==> config.mk <==
export PLATFORM = sky130hd
export DESIGN_NAME = fetch_unit
export DESIGN_NICKNAME = d
export VERILOG_FILES = /design/src/rtl/fetch_pkg.sv /design/src/rtl/fetch_queue.sv /design/src/rtl/fetch_unit.sv
export SDC_FILE = /design/constraint.sdc
export NUM_CORES = 1
export LEC_CHECK = 0
export ABC_AREA = 0
export CAP_MARGIN = 5
export CORE_MARGIN = 2
export CORE_UTILIZATION = 37
export CTS_CLUSTER_DIAMETER = 30
export DETAILED_ROUTE_END_ITERATION = 8
export PLACE_DENSITY = 0.69
export SLEW_MARGIN = 10
export SYNTH_ARGS = -nofsm -noshare
export SYNTH_HDL_FRONTEND = slang
export SYNTH_SLANG_ARGS = --single-unit
==> constraint.sdc <==
create_clock -name clk -period 9.6 [get_ports clk]
set_input_delay 0.96 -clock clk [delete_from_list [all_inputs] [get_ports clk]]
set_output_delay 0.96 -clock clk [all_outputs]
set_load 0.05 [all_outputs]
==> src/rtl/fetch_pkg.sv <==
// Shared types and constants for the instruction fetch stage.
package fetch_pkg;

  localparam int XLEN = 32;
  localparam logic [XLEN-1:0] NOP_INSTR = '0;

  typedef enum logic [1:0] {
    IDLE,
    WAIT_GNT,
    WAIT_RESP,
    DROP
  } state_t;

  typedef struct packed {
    logic [XLEN-1:0] pc;
    logic [XLEN-1:0] instr;
    logic            fault;
  } entry_t;

endpackage

==> src/rtl/fetch_queue.sv <==
// Parameterised circular FIFO with push, pop and flush; flush wins over push/pop.
// The head reads as zero while the queue is empty.
module fetch_queue #(
  parameter int DEPTH = 2,
  parameter int WIDTH = 65,
  localparam int PW = $clog2(DEPTH),
  localparam int CW = PW + 1
) (
  input  logic             clk,
  input  logic             rst,
  input  logic             flush,
  input  logic             push,
  input  logic [WIDTH-1:0] push_data,
  input  logic             pop,
  output logic [WIDTH-1:0] head,
  output logic [CW-1:0]    count
);

  localparam logic [PW-1:0] LAST = PW'(DEPTH - 1);
  localparam logic [CW-1:0] FULL = CW'(DEPTH);

  logic [WIDTH-1:0] mem [DEPTH];
  logic [PW-1:0]    wr_ptr;
  logic [PW-1:0]    rd_ptr;
  logic             do_push;
  logic             do_pop;

  function automatic logic [PW-1:0] next_ptr(input logic [PW-1:0] p);
    return (p == LAST) ? '0 : p + 1'b1;
  endfunction

  assign do_pop  = pop && (count != '0);
  assign do_push = push && ((count != FULL) || do_pop);
  assign head    = (count != '0) ? mem[rd_ptr] : '0;

  // NOTE: registers use non-blocking assignments so every flop samples pre-edge values.
  always_ff @(posedge clk or posedge rst) begin
    if (rst) begin
      wr_ptr <= '0;
      rd_ptr <= '0;
      count  <= '0;
    end else if (flush) begin
      wr_ptr <= '0;
      rd_ptr <= '0;
      count  <= '0;
    end else begin
      if (do_push) wr_ptr <= next_ptr(wr_ptr);
      if (do_pop)  rd_ptr <= next_ptr(rd_ptr);
      case ({do_push, do_pop})
        2'b10:   count <= count + 1'b1;
        2'b01:   count <= count - 1'b1;
        default: count <= count;
      endcase
    end
  end

  // NOTE: storage is deliberately not reset; count gates the head so stale words never escape.
  always_ff @(posedge clk) begin
    if (do_push && !flush) mem[wr_ptr] <= push_data;
  end

endmodule

==> src/rtl/fetch_unit.sv <==
// Instruction fetch stage: single-outstanding imem request, PC-tagged instruction queue to decode.
// Optional FETCH_MISALIGN_TRAP_EN turns misaligned PCs into fault entries instead of fetches.
module fetch_unit
  import fetch_pkg::*;
#(
  parameter int QDEPTH = 2
) (
  input  logic            clk,
  input  logic            rst,
  input  logic [XLEN-1:0] pc_in,
  output logic            pc_advance,
  input  logic            flush,
  output logic            imem_req,
  output logic [XLEN-1:0] imem_addr,
  input  logic            imem_gnt,
  input  logic            imem_rvalid,
  input  logic [XLEN-1:0] imem_rdata,
  output logic            if_valid,
  output logic [XLEN-1:0] if_instr,
  output logic [XLEN-1:0] if_pc,
  input  logic            if_ready
`ifdef FETCH_MISALIGN_TRAP_EN
  , output logic          if_fault
`endif
);

  localparam int CW = $clog2(QDEPTH) + 1;
  localparam logic [CW-1:0] QFULL = CW'(QDEPTH);

  state_t          state, next_state;
  logic [XLEN-1:0] fetch_pc;
  logic [CW-1:0]   count;
  logic            push;
  entry_t          push_entry;
  entry_t          head;
  logic            issue;
  logic            can_fetch;
  logic            fault_fetch;

`ifdef FETCH_MISALIGN_TRAP_EN
  logic stalled;

  assign can_fetch   = !stalled && (pc_in[1:0] == 2'b00);
  assign fault_fetch = !stalled && (pc_in[1:0] != 2'b00);
  assign if_fault    = head.fault;

  // A fault entry freezes fetching until execute redirects the PC.
  always_ff @(posedge clk or posedge rst) begin
    if (rst)                         stalled <= 1'b0;
    else if (flush)                  stalled <= 1'b0;
    else if (state == IDLE && push)  stalled <= 1'b1;
  end
`else
  logic unused_fault;

  assign can_fetch    = 1'b1;
  assign fault_fetch  = 1'b0;
  assign unused_fault = head.fault;
`endif

  // NOTE: every always_comb output gets a default first, so no path can infer a latch.
  always_comb begin
    next_state       = state;
    issue            = 1'b0;
    push             = 1'b0;
    push_entry.pc    = fetch_pc;
    push_entry.instr = imem_rdata;
    push_entry.fault = 1'b0;
    case (state)
      IDLE: begin
        // Issuing only below QDEPTH reserves the slot the response will land in.
        if (!flush && (count < QFULL)) begin
          if (fault_fetch) begin
            push       = 1'b1;
            push_entry = '{pc: pc_in, instr: NOP_INSTR, fault: 1'b1};
          end else if (can_fetch) begin
            issue      = 1'b1;
            next_state = WAIT_GNT;
          end
        end
      end
      WAIT_GNT: begin
        if (imem_gnt)   next_state = flush ? DROP : WAIT_RESP;
        else if (flush) next_state = IDLE;
      end
      WAIT_RESP: begin
        if (imem_rvalid) begin
          next_state = IDLE;
          push       = !flush;
        end else if (flush) begin
          next_state = DROP;
        end
      end
      DROP: begin
        if (imem_rvalid) next_state = IDLE;
      end
      default: next_state = IDLE;
    endcase
  end

  always_ff @(posedge clk or posedge rst) begin
    if (rst) begin
      state     <= IDLE;
      imem_req  <= 1'b0;
      imem_addr <= '0;
      fetch_pc  <= '0;
    end else begin
      state    <= next_state;
      imem_req <= (next_state == WAIT_GNT);
      if (issue) begin
        imem_addr <= {pc_in[XLEN-1:2], 2'b00};
        fetch_pc  <= pc_in;
      end
    end
  end

  assign pc_advance = imem_req && imem_gnt && !flush;

  fetch_queue #(
    .DEPTH (QDEPTH),
    .WIDTH ($bits(entry_t))
  ) u_queue (
    .clk       (clk),
    .rst       (rst),
    .flush     (flush),
    .push      (push),
    .push_data (push_entry),
    .pop       (if_valid && if_ready),
    .head      (head),
    .count     (count)
  );

  assign if_valid = (count != '0);
  assign if_pc    = head.pc;
  assign if_instr = head.instr;

endmodule

# == Word level (Yosys, flattened, before mapping) ==
# Memories as Yosys holds them, arrays and structs flattened.
# Index checks and enable logic that the tools add are counted.
# op_classes
add_sub_neg,4
n_mul,0
n_div,0
magnitude_cmp,1
eq_ne,7
shift,0
muxes,23
bitwise,0
n_reduce_logical,14
# op_table
op,count
65-bit two-way mux,1
2-bit two-way mux,7
1-bit two-way mux,13
2-bit one-hot mux with 4 select lines,1
1-bit logical AND,7
"2-bit by 1-bit == test with 1-bit output, second input constant",3
"2-bit == test, second input constant",3
2-bit nonzero test,3
2-bit one-hot mux with 2 select lines,1
3-bit nonzero test,1
"1-bit adder, second input constant",2
"2-bit by 1-bit adder with 2-bit output, second input constant",1
2-bit logical NOT,1
"2-bit < comparator, second input constant",1
"2-bit != test, second input constant",1
"2-bit by 1-bit subtractor with 2-bit output, second input constant",1
1-bit logical NOT,1
1-bit logical OR,1
# word_totals
ff_bits,69
latch_bits,0
mem_bits_rw,128
mem_bits_ro,0
input_bits,70
n_memories,1
# mem_list
name,depth,word_bits,read_ports,rd_ports_with_merged_regs,wr,line,text
u_queue.mem,2,64,1,0,1,fetch_queue.sv:22,logic [WIDTH-1:0] mem [DEPTH];

# == Longest topological paths before layout ==
# Gate-level depths: netlist of run 1.
# logic_depth
depth_word,8
ltp_mapped,4
mapped_depth_nobuf,3

# == Cells and area by module ==
# A second synthesis of run 1 with hierarchy kept.
# hier_totals
hier_cells,420
area_unflattened_um2,6800.3
# modules_own_cells
module,instances,cells_per_inst,area_per_inst_um2,seq_area_each_um2
fetch_queue,1,303,5183.7,4003.8
fetch_unit,1,117,1616.6,875.8

# == Least setup slack after synthesis of run 1 ==
# No wires, ideal clock.
# synth_path
path_kind,input -> register
start,in flush
end,mem u_queue.mem[0][0] (netlist bit) (enable)
setup_time_ps,494
arrival_ps,4470
t_required_ps,9106
slack_ps,4637
path_stages,4
n_path_buf,1
path_cell_list,buf_6 nand4bb_1 a21oi_1 nor2b_1
# synth_between
elab_chain_cells,7
# synth_rtl
item,line,text
"start, declared",fetch_unit.sv:12,"input logic flush,"
1-bit logical NOT (*),"fetch_queue.sv:59, fetch_unit.sv:72, fetch_unit.sv:89",
1-bit two-way mux,fetch_unit.sv:87,if (imem_rvalid) begin
1-bit two-way mux,n/a,
1-bit logical AND,fetch_queue.sv:33,assign do_push = push && ((count != FULL) || do_pop);
1-bit logical AND (*),fetch_queue.sv:59,if (do_push && !flush) mem[wr_ptr] <= push_data;
1-bit two-way mux (*),fetch_queue.sv:59,
1-bit two-way mux (implied by the code) (*),fetch_queue.sv:59,
"end, declared",fetch_queue.sv:22,
# Mark *: on every way between the ends. The rest lies on a longest branch, timed or not.

# == Worst setup path in the final report of run 1 ==
# layout_path
start,reg u_queue.rd_ptr
end,out if_pc[29]
# layout_between
elab_chain_cells,2
# layout_rtl
item,line,text
"start, declared",fetch_queue.sv:24,logic [PW-1:0] rd_ptr;
"start signal, assigned",fetch_queue.sv:48,if (do_pop) rd_ptr <= next_ptr(rd_ptr);
memory read 2 x 64 bit,n/a,
65-bit two-way mux,fetch_queue.sv:34,assign head = (count != '0) ? mem[rd_ptr] : '0;
"end, declared",fetch_unit.sv:20,"output logic [XLEN-1:0] if_pc,"
# Every way passes these cells.

==> impl_table.tex, run 1 <==
\begin{tabular}{lr}
\hline
Metric & Value \\
\hline
\multicolumn{2}{l}{\textbf{Setup path}} \\
CP Max Fanout & 35 \\
Worst endpoint required time & roughly 8.6 ns \\
Cell type of the slowest stage on the worst timing path & sky130\_fd\_sc\_hd\_\_clkdlybuf4s50\_1 \\
RR Endpoint & u\_queue.mem[0][44]\$\_DFFE\_PP\_ \\
Cells along the critical path & buf\_4 -> mux2i\_1 -> nor2\_1 -> clkdlybuf4s50\_1 \\
Launching element type of the critical path & register \\
Top delay family on crit path & buffers and inverters \\
Category of the worst setup path capture point & primary output \\
Worst endpoint data arrival time & 2.97 ns \\
Classification of the worst setup path & register to primary output \\
Number of cells on the worst reg-to-reg path & 4 \\
Worst path buffer plus inverter count & 2 \\
Setup slack of the most critical reg-to-reg path & slightly above 7 ns \\
Worst flop-to-flop path startpoint & state[0]\$\_DFF\_PP0\_ \\
Largest stage delay on the critical path & roughly 0.85 ns \\
\multicolumn{2}{l}{\textbf{Timing}} \\
Sum of negative setup slack & 0 ns \\
Transition at the pin with the smallest max-transition slack & 0.997 ns \\
Crit path time final & slightly below 4 ns \\
Share of the clock period used by the worst path & 41.0\% \\
Worst-case headroom to the max-slew limit & around 33\% \\
Number of hold violations in the final report & 0 \\
Final-report max-slew violation count & 0 \\
Clock skew after layout & 0.0101 ns \\
Finish-stage setup viols & 0 \\
Setup repair after global routing missed its margin & no \\
Hold slack & roughly 0.48 ns \\
Highest clock rate & between 0.2 and 0.3 GHz \\
\multicolumn{2}{l}{\textbf{Clock network}} \\
Count of instances resized after the clock tree is built & 0 \\
CTS H-tree depth & 4 \\
Number of buffers inserted during clock tree synthesis & 17 \\
Hold-fix buffers at CTS & 0 \\
Clk\_lat worst skew & between 0.4 and 0.5 ns \\
Post-CTS setup repair buffer count & 0 \\
CTS clk-pin slew, worst paths & $\sim$0.06 ns \\
Sinks on Clock Net & $\sim$170 \\
Root buf cell & sky130\_fd\_sc\_hd\_\_clkbuf\_16 \\
TritonCTS clock tree & built \\
Buffers from clock root to sink, at most & 2 \\
\multicolumn{2}{l}{\textbf{Global route}} \\
Total routing resource utilization after global routing & 13.7\% \\
GR Overflow Total & 0 \\
Initial antenna violation count & 0 \\
Global-route wire length before repair & between 20 and 25 mm \\
Largest net degree at the start of global routing & 66 \\
Number of global-route vias before repair & between 3,000 and 4,000 \\
\multicolumn{2}{l}{\textbf{Drt}} \\
Final wirelength & approximately 13 mm \\
Number of detailed-route iterations in the first pass & 4 \\
Violation count after the first detailed-route iteration & 159 \\
Post-route ant nets & 0 \\
Vias after detailed routing & approximately 3,700 \\
WL per Instance & 16.3 microns \\
Average via count per standard cell & 4.64 \\
Drt drc & 0 \\
\multicolumn{2}{l}{\textbf{Outcome}} \\
Status & complete, no violations \\
\multicolumn{2}{l}{\textbf{Floorplan}} \\
Die extent in x & between 100 and 150 microns \\
Die footprint & about 19,000 sq um \\
Floorplan die height & between 100 and 150 microns \\
Site Rows & 49 \\
I/O pin total & approximately 170 \\
Initial core utilization & 37.6\% \\
Core Area & around 18,000 sq um \\
\multicolumn{2}{l}{\textbf{Power and ir drop}} \\
Sequential share of power & a little over two fifths \\
Final Power & between 2000 and 2500 uW \\
Pwr/cell area & roughly 260 nW/um\^{}2 \\
Switching power summed over all nets & 756 uW \\
Clock share of power & 26.7\% \\
Max VDD drop & around 0.16 mV \\
Combinational share of power & approximately 30\% \\
Leakage power & between 0.003 and 0.004 uW \\
Fraction of power spent switching nets & approximately 33\% \\
Total internal power & between 1500 and 2000 uW \\
\multicolumn{2}{l}{\textbf{Final layout}} \\
Commonest non-fill, non-tap cell in the layout & sky130\_fd\_sc\_hd\_\_clkdlybuf4s50\_1 \\
Layout cells sized above 1 & about an eighth \\
Most frequent cells in the layout & sky130\_fd\_sc\_hd\_\_clkdlybuf4s50\_1 (166), sky130\_fd\_sc\_hd\_\_edfxtp\_1 (128), sky130\_fd\_sc\_hd\_\_nor2\_1 (67), sky130\_fd\_sc\_hd\_\_mux2i\_1 (66), sky130\_fd\_sc\_hd\_\_dfrtp\_1 (38) \\
Nets@finish & 621 \\
Area grow syn2layout & 32.5\% \\
Final antenna diode count & 0 \\
Post-layout utilization of the core & between 40 and 50\% \\
\multicolumn{2}{l}{\textbf{Place}} \\
Routability cong. & about 0.74 \\
Detailed-placement wirelength estimate & just over 8 mm \\
Count of buffers from port buffering & about 170 \\
\multicolumn{2}{l}{\textbf{Synthesis}} \\
Number of cells produced by synthesis & roughly 410 \\
Cell variety after synth & 29 \\
Synth Register Bits & around 170 \\
Synthesis Warnings & 0 \\
Post-synthesis instance area & a little under 7000 sq um \\
Mean instance size in the synthesized netlist & around 16 sq um \\
Sequential fraction of the synthesis area & 71.4\% \\
\multicolumn{2}{l}{\textbf{Min path}} \\
Hold Crit Class & register to register \\
Worst Hold Path EP & u\_queue.mem[1][32]\$\_DFFE\_PP\_ \\
Origin of the worst min-delay path & fetch\_pc[0]\$\_DFFE\_PP0P\_ \\
Cell count of the worst hold path & 0 \\
\multicolumn{2}{l}{\textbf{Run}} \\
Maxcap violations & 0 \\
\hline
\end{tabular}
-- worst max-delay path by stage --
stage / start / end / slack (ns) / cells after the start
6_report: u_queue.rd_ptr$_DFFE_PP0P_ / if_pc[29] / 5.67 / 4
3_5_place_dp: flush / u_queue.mem[0][20]$_DFFE_PP_ / 6.00 / 5
2_1_floorplan: flush / u_queue.mem[0][0]$_DFFE_PP_ / 4.64 / 4
3_3_place_gp: u_queue.rd_ptr$_DFFE_PP0P_ / if_pc[1] / 6.06 / 4
5_1_grt: u_queue.rd_ptr$_DFFE_PP0P_ / if_pc[17] / 5.48 / 4
4_1_cts: u_queue.rd_ptr$_DFFE_PP0P_ / if_pc[29] / 5.57 / 4
-- worst register-to-register path, stage by stage, from the launching register on --
cell	delay, ns
sky130_fd_sc_hd__dfrtp_1	0.47
sky130_fd_sc_hd__nand4bb_1	0.34
sky130_fd_sc_hd__a21oi_1	0.33
sky130_fd_sc_hd__nor2b_4	0.20
sky130_fd_sc_hd__buf_4	0.66
-- cells in the mapped netlist --
master / instances / area share (%)
sky130_fd_sc_hd__edfxtp_1: 128 / 57
sky130_fd_sc_hd__nor2_1: 68 / 3.8
sky130_fd_sc_hd__mux2i_1: 66 / 9.8
sky130_fd_sc_hd__dfrtp_1: 39 / 14
sky130_fd_sc_hd__buf_4: 32 / 3.6
sky130_fd_sc_hd__mux2_4: 30 / 6.7
sky130_fd_sc_hd__buf_2: 8 / 0.59
sky130_fd_sc_hd__buf_1: 5 / 0.28
sky130_fd_sc_hd__buf_6: 4 / 0.67
sky130_fd_sc_hd__inv_1: 4 / 0.22
sky130_fd_sc_hd__a21oi_1: 3 / 0.22
sky130_fd_sc_hd__nor2b_1: 3 / 0.28
sky130_fd_sc_hd__mux2_2: 2 / 0.33
sky130_fd_sc_hd__nand2_1: 2 / 0.11
sky130_fd_sc_hd__o211a_1: 2 / 0.30
sky130_fd_sc_hd__o21ai_0: 2 / 0.15
sky130_fd_sc_hd__a221o_1: 1 / 0.15
sky130_fd_sc_hd__a221oi_1: 1 / 0.13
sky130_fd_sc_hd__a31oi_1: 1 / 0.093
sky130_fd_sc_hd__and2_1: 1 / 0.093
sky130_fd_sc_hd__and4bb_2: 1 / 0.19
sky130_fd_sc_hd__clkbuf_1: 1 / 0.056
sky130_fd_sc_hd__conb_1: 1 / 0.056
sky130_fd_sc_hd__nand2b_1: 1 / 0.093
sky130_fd_sc_hd__nand3_1: 1 / 0.074
sky130_fd_sc_hd__nand4bb_1: 1 / 0.17
sky130_fd_sc_hd__nor4_4: 1 / 0.32
sky130_fd_sc_hd__xnor2_1: 1 / 0.13
sky130_fd_sc_hd__xor2_1: 1 / 0.13
-- layer usage --
| layer | vias up | routed length, microns | track usage [%] |
|---|---|---|---|
| li1 | 1733 | - | - |
| met4 | 0 | 154 | 4.63 |
| met5 | - | 0 | 0 |
| met2 | 114 | 6470 | 22.9 |
| met1 | 1822 | 5620 | 17.3 |
| met3 | 11 | 683 | 4.04 |
-- logic make-up (layout without fill, tap and decap cells) --
kind of cell           count (synthesis)  in the layout  share of synthesized area (%)
AND/OR/NAND/NOR                       79             79                           5.10
XOR/XNOR                               2              2                          0.259
other                                  1              2                         0.0555
AO/OA/AOI/OAI                         10             10                           1.04
buffers and inverters                 54            206                           5.37
multiplexers                          98             98                           16.8
flip-flops                           167            167                           71.4
-- layout make-up --
cell class | count | area, sq um
clock buffers | 25 | 465
multi-input cells | 191 | 1590
clock inverters | 7 | 73.8
inverters | 4 | 15.0
fillers | 1529 | 9020
well taps | 229 | 287
flip-flops and latches | 167 | 4820
repair buffers | 170 | 1690
-- flip-flops by register name (all words and copies together), names as in the netlist --
register	cells
u_queue.count	2
u_queue.wr_ptr	1
u_queue.mem	128
fetch_pc	32
state	2
u_queue.rd_ptr	1
imem_req	1
-- per-stage QoR --
| step | std cells | instance area, sq um | setup WS [ns] |
|---|---|---|---|
| 2_1_floorplan | 412 | 6760 | 4.64 |
| 3_3_place_gp | 761 | 8410 | 6.06 |
| 3_5_place_dp | 761 | 8410 | 6.00 |
| 4_1_cts | 793 | 8950 | 5.57 |
| 5_1_grt | 793 | 8950 | 5.48 |
| 6_report | 793 | 8950 | 5.67 |
-- power groups by stage --
stage	registers, uW	clock network [uW]	logic (uW)
after floorplan	995	0	574
after global placement	1020	0	683
after detailed placement	1030	0	692
after CTS	1010	637	694
after global routing	1030	664	714
final	1010	620	687
(Power assumes the default switching activity.)
==> inputs of run 2 (changes only) <==
--- a/config.mk
+++ b/config.mk
@@ -11,7 +11,7 @@
 export CORE_UTILIZATION = 37
 export CTS_CLUSTER_DIAMETER = 30
 export DETAILED_ROUTE_END_ITERATION = 8
-export PLACE_DENSITY = 0.69
+export PLACE_DENSITY = 0.71
 export SLEW_MARGIN = 10
 export SYNTH_ARGS = -nofsm -noshare
 export SYNTH_HDL_FRONTEND = slang
==> constraint.sdc (replaced) <==
create_clock -name clk -period 3.4 [get_ports clk]
set_input_delay 0.34 -clock clk [delete_from_list [all_inputs] [get_ports clk]]
set_output_delay 0.34 -clock clk [all_outputs]
set_load 0.05 [all_outputs]
==> run 2 against run 1 <==
Critical path depth stayed put. Count of clock-buffer cells in the layout is 8 lower. Final cell count is 0.50% higher. Register-to-register slack worse by 6.0 ns. Power grew to 2.9 times the previous value. Sequential cell count stayed put. Sequential share of layout area is 0.75 points lower. Non-clock buffer count is 4 higher. Clock power grew to 3.0 times the previous value. Die area stayed put.
==> impl_table.tex, run 2 (synthesized netlist as in run 1, its figures left out) <==
\begin{tabular}{lr}
\hline
Metric & Value \\
\hline
\multicolumn{2}{l}{\textbf{Place}} \\
Setup slack at placement & 0.634 ns \\
Count of buffers from port buffering & around 170 \\
Routability cong. & about 0.74 \\
Detailed-placement wirelength estimate & 9.17 mm \\
\multicolumn{2}{l}{\textbf{Final layout}} \\
Final antenna diode count & 0 \\
Commonest non-fill, non-tap cell in the layout & sky130\_fd\_sc\_hd\_\_clkdlybuf4s50\_1 \\
Most frequent cells in the layout & sky130\_fd\_sc\_hd\_\_clkdlybuf4s50\_1 (166), sky130\_fd\_sc\_hd\_\_edfxtp\_1 (128), sky130\_fd\_sc\_hd\_\_nor2\_1 (67), sky130\_fd\_sc\_hd\_\_mux2i\_1 (66), sky130\_fd\_sc\_hd\_\_dfrtp\_1 (38) \\
Layout cells sized above 1 & 13.2\% \\
Register with the most flip-flops & u\_queue.mem \\
Regs by FF count & u\_queue.mem: 128 flops, fetch\_pc: 32 flops \\
Area grow syn2layout & 34.4\% \\
Nets@finish & roughly 630 \\
Flip-flop count of the largest register, all copies and words added & roughly 130 \\
\multicolumn{2}{l}{\textbf{Clock network}} \\
Clk\_lat worst skew & roughly 0.42 ns \\
Buffers from clock root to sink, at most & 2 \\
Root buf cell & sky130\_fd\_sc\_hd\_\_clkbuf\_16 \\
CTS H-tree depth & 4 \\
Count of instances resized after the clock tree is built & 0 \\
CTS clk-pin slew, worst paths & 0.06 ns \\
Number of buffers inserted during clock tree synthesis & 17 \\
Post-CTS setup repair buffer count & 0 \\
TritonCTS clock tree & built \\
Sinks on Clock Net & $\sim$170 \\
Hold-fix buffers at CTS & 0 \\
\multicolumn{2}{l}{\textbf{Global route}} \\
Total routing resource utilization after global routing & between 10\% and 20\% \\
Global-route wire length before repair & approximately 21 mm \\
GR Overflow Total & 0 \\
Initial antenna violation count & 0 \\
Number of global-route vias before repair & approximately 4,000 \\
Largest net degree at the start of global routing & 45 \\
\multicolumn{2}{l}{\textbf{Floorplan}} \\
I/O pin total & between 150 and 200 \\
Floorplan die height & around 140 microns \\
Initial core utilization & around 38\% \\
Core Area & 18,000 sq um \\
Site Rows & 49 \\
Die footprint & between 15,000 and 20,000 sq um \\
Die extent in x & around 140 microns \\
\multicolumn{2}{l}{\textbf{Drt}} \\
Post-route ant nets & 0 \\
Violation count after the first detailed-route iteration & 140 \\
Vias after detailed routing & between 3,000 and 4,000 \\
Drt drc & 0 \\
Number of detailed-route iterations in the first pass & 4 \\
WL per Instance & 17.0 microns \\
Average via count per standard cell & 4.66 \\
Final wirelength & approximately 14 mm \\
\multicolumn{2}{l}{\textbf{Power and ir drop}} \\
Total internal power & roughly 4500 uW \\
Leakage power & $\sim$0.0031 uW \\
Pwr/cell area & around 740 nW/um\^{}2 \\
Max VDD drop & $\sim$0.44 mV \\
Combinational share of power & between 20\% and 30\% \\
Clock share of power & 28.1\% \\
Sequential share of power & between 40\% and 50\% \\
Switching power summed over all nets & around 2200 uW \\
Fraction of power spent switching nets & 32.3\% \\
\multicolumn{2}{l}{\textbf{Setup path}} \\
Number of cells on the worst reg-to-reg path & 4 \\
Worst endpoint data arrival time & roughly 2.6 ns \\
Category of the worst setup path capture point & primary output \\
Top delay family on crit path & buffers and inverters \\
Launching element type of the critical path & register \\
Largest stage delay on the critical path & 0.73 ns \\
Cell type of the slowest stage on the worst timing path & sky130\_fd\_sc\_hd\_\_clkdlybuf4s50\_1 \\
Worst path buffer plus inverter count & 2 \\
Total stage count of the critical path & 4 \\
Cells along the critical path & nor2\_4 -> buf\_12 -> nor2\_1 -> clkdlybuf4s50\_1 \\
Worst endpoint required time & roughly 3 ns \\
Classification of the worst setup path & register to primary output \\
CP Max Fanout & 44 \\
\multicolumn{2}{l}{\textbf{Timing}} \\
Finish-stage setup viols & 0 \\
Hold slack & 0.441 ns \\
Sum of negative setup slack & 0 ns \\
Crit path time final & just under 3 ns \\
Number of hold violations in the final report & 0 \\
Worst-case headroom to the max-slew limit & 39.0\% \\
Share of the clock period used by the worst path & a little under nine tenths \\
Setup repair after global routing missed its margin & no \\
Transition at the pin with the smallest max-transition slack & between 0.9 and 1 ns \\
Worst Slack Setup Final & a little under 0.5 ns \\
Highest clock rate & around 0.34 GHz \\
Clock skew after layout & $\sim$0.012 ns \\
Final-report max-slew violation count & 0 \\
\multicolumn{2}{l}{\textbf{Run}} \\
Maxcap violations & 0 \\
\multicolumn{2}{l}{\textbf{Outcome}} \\
Status & complete, no violations \\
\multicolumn{2}{l}{\textbf{Min path}} \\
Hold Crit Class & input pin to asynchronous set/reset pin \\
\hline
\end{tabular}
## run 2: changes by cell type in the layout (fill, tap and decap cells not counted), sizes merged
cell and delta:
clkinv +9, buf +4, clkinvlp -4, clkbuf -8, bufinv +2, inv +1
## run 2: through the flow
stage | std cells | util (%) | power [uW] | area (sq um)
global route | 797 | 50.5 | 6960 | 9070
CTS | 797 | 50.5 | 6780 | 9070
global placement | 765 | 47.2 | 4830 | 8490
detailed placement | 765 | 47.2 | 4880 | 8490
floorplan | 412 | - | 4430 | 6760
finish | 797 | 50.5 | 6710 | 9070
## run 2: path summary, 6_finish.rpt
| path | from | end | slack [ns] |
|---|---|---|---|
| worst min-delay path | rst | fetch_pc[31]$_DFFE_PP0P_ | 0.44 |
| worst max-delay path | u_queue.count[0]$_DFFE_PP0P_ | if_instr[10] | 0.48 |
| worst max register to register | state[0]$_DFF_PP0_ | u_queue.mem[1][14]$_DFFE_PP_ | 1.18 |
| min in group clk | fetch_pc[1]$_DFFE_PP0P_ | u_queue.mem[1][33]$_DFFE_PP_ | 0.49 |
| max in group asynchronous | rst | u_queue.rd_ptr$_DFFE_PP0P_ | 2.30 |
| worst min register to register | fetch_pc[1]$_DFFE_PP0P_ | u_queue.mem[1][33]$_DFFE_PP_ | 0.49 |
## run 2: power groups by stage
stage / Sequential (uW) / Combinational (uW) / Clock, uW
after detailed placement: 2900 / 1980 / 0
after floorplan: 2810 / 1620 / 0
after CTS: 2860 / 1990 / 1930
final: 2860 / 1970 / 1890
after global routing: 2900 / 2040 / 2010
after global placement: 2870 / 1960 / 0
## run 2: layout make-up
type,instances,area [sq um]
Sequential cell,167,4820
Timing Repair Buffer,174,1770
Clock inverter,15,160
Multi-Input combinational cell,191,1590
Tap cell,229,287
Inverter,4,15.0
Fill cell,1475,8890
Clock buffer,17,425
## run 2: routing by layer
layer / share of wire [%] / GRT usage (%) / vias to the layer above
met1: 43 / 17.7 / 1836
met2: 50 / 24.4 / 130
li1: - / - / 1739
met4: 1.2 / 4.25 / 0
met5: 0 / 0 / -
met3: 5.9 / 4.59 / 12
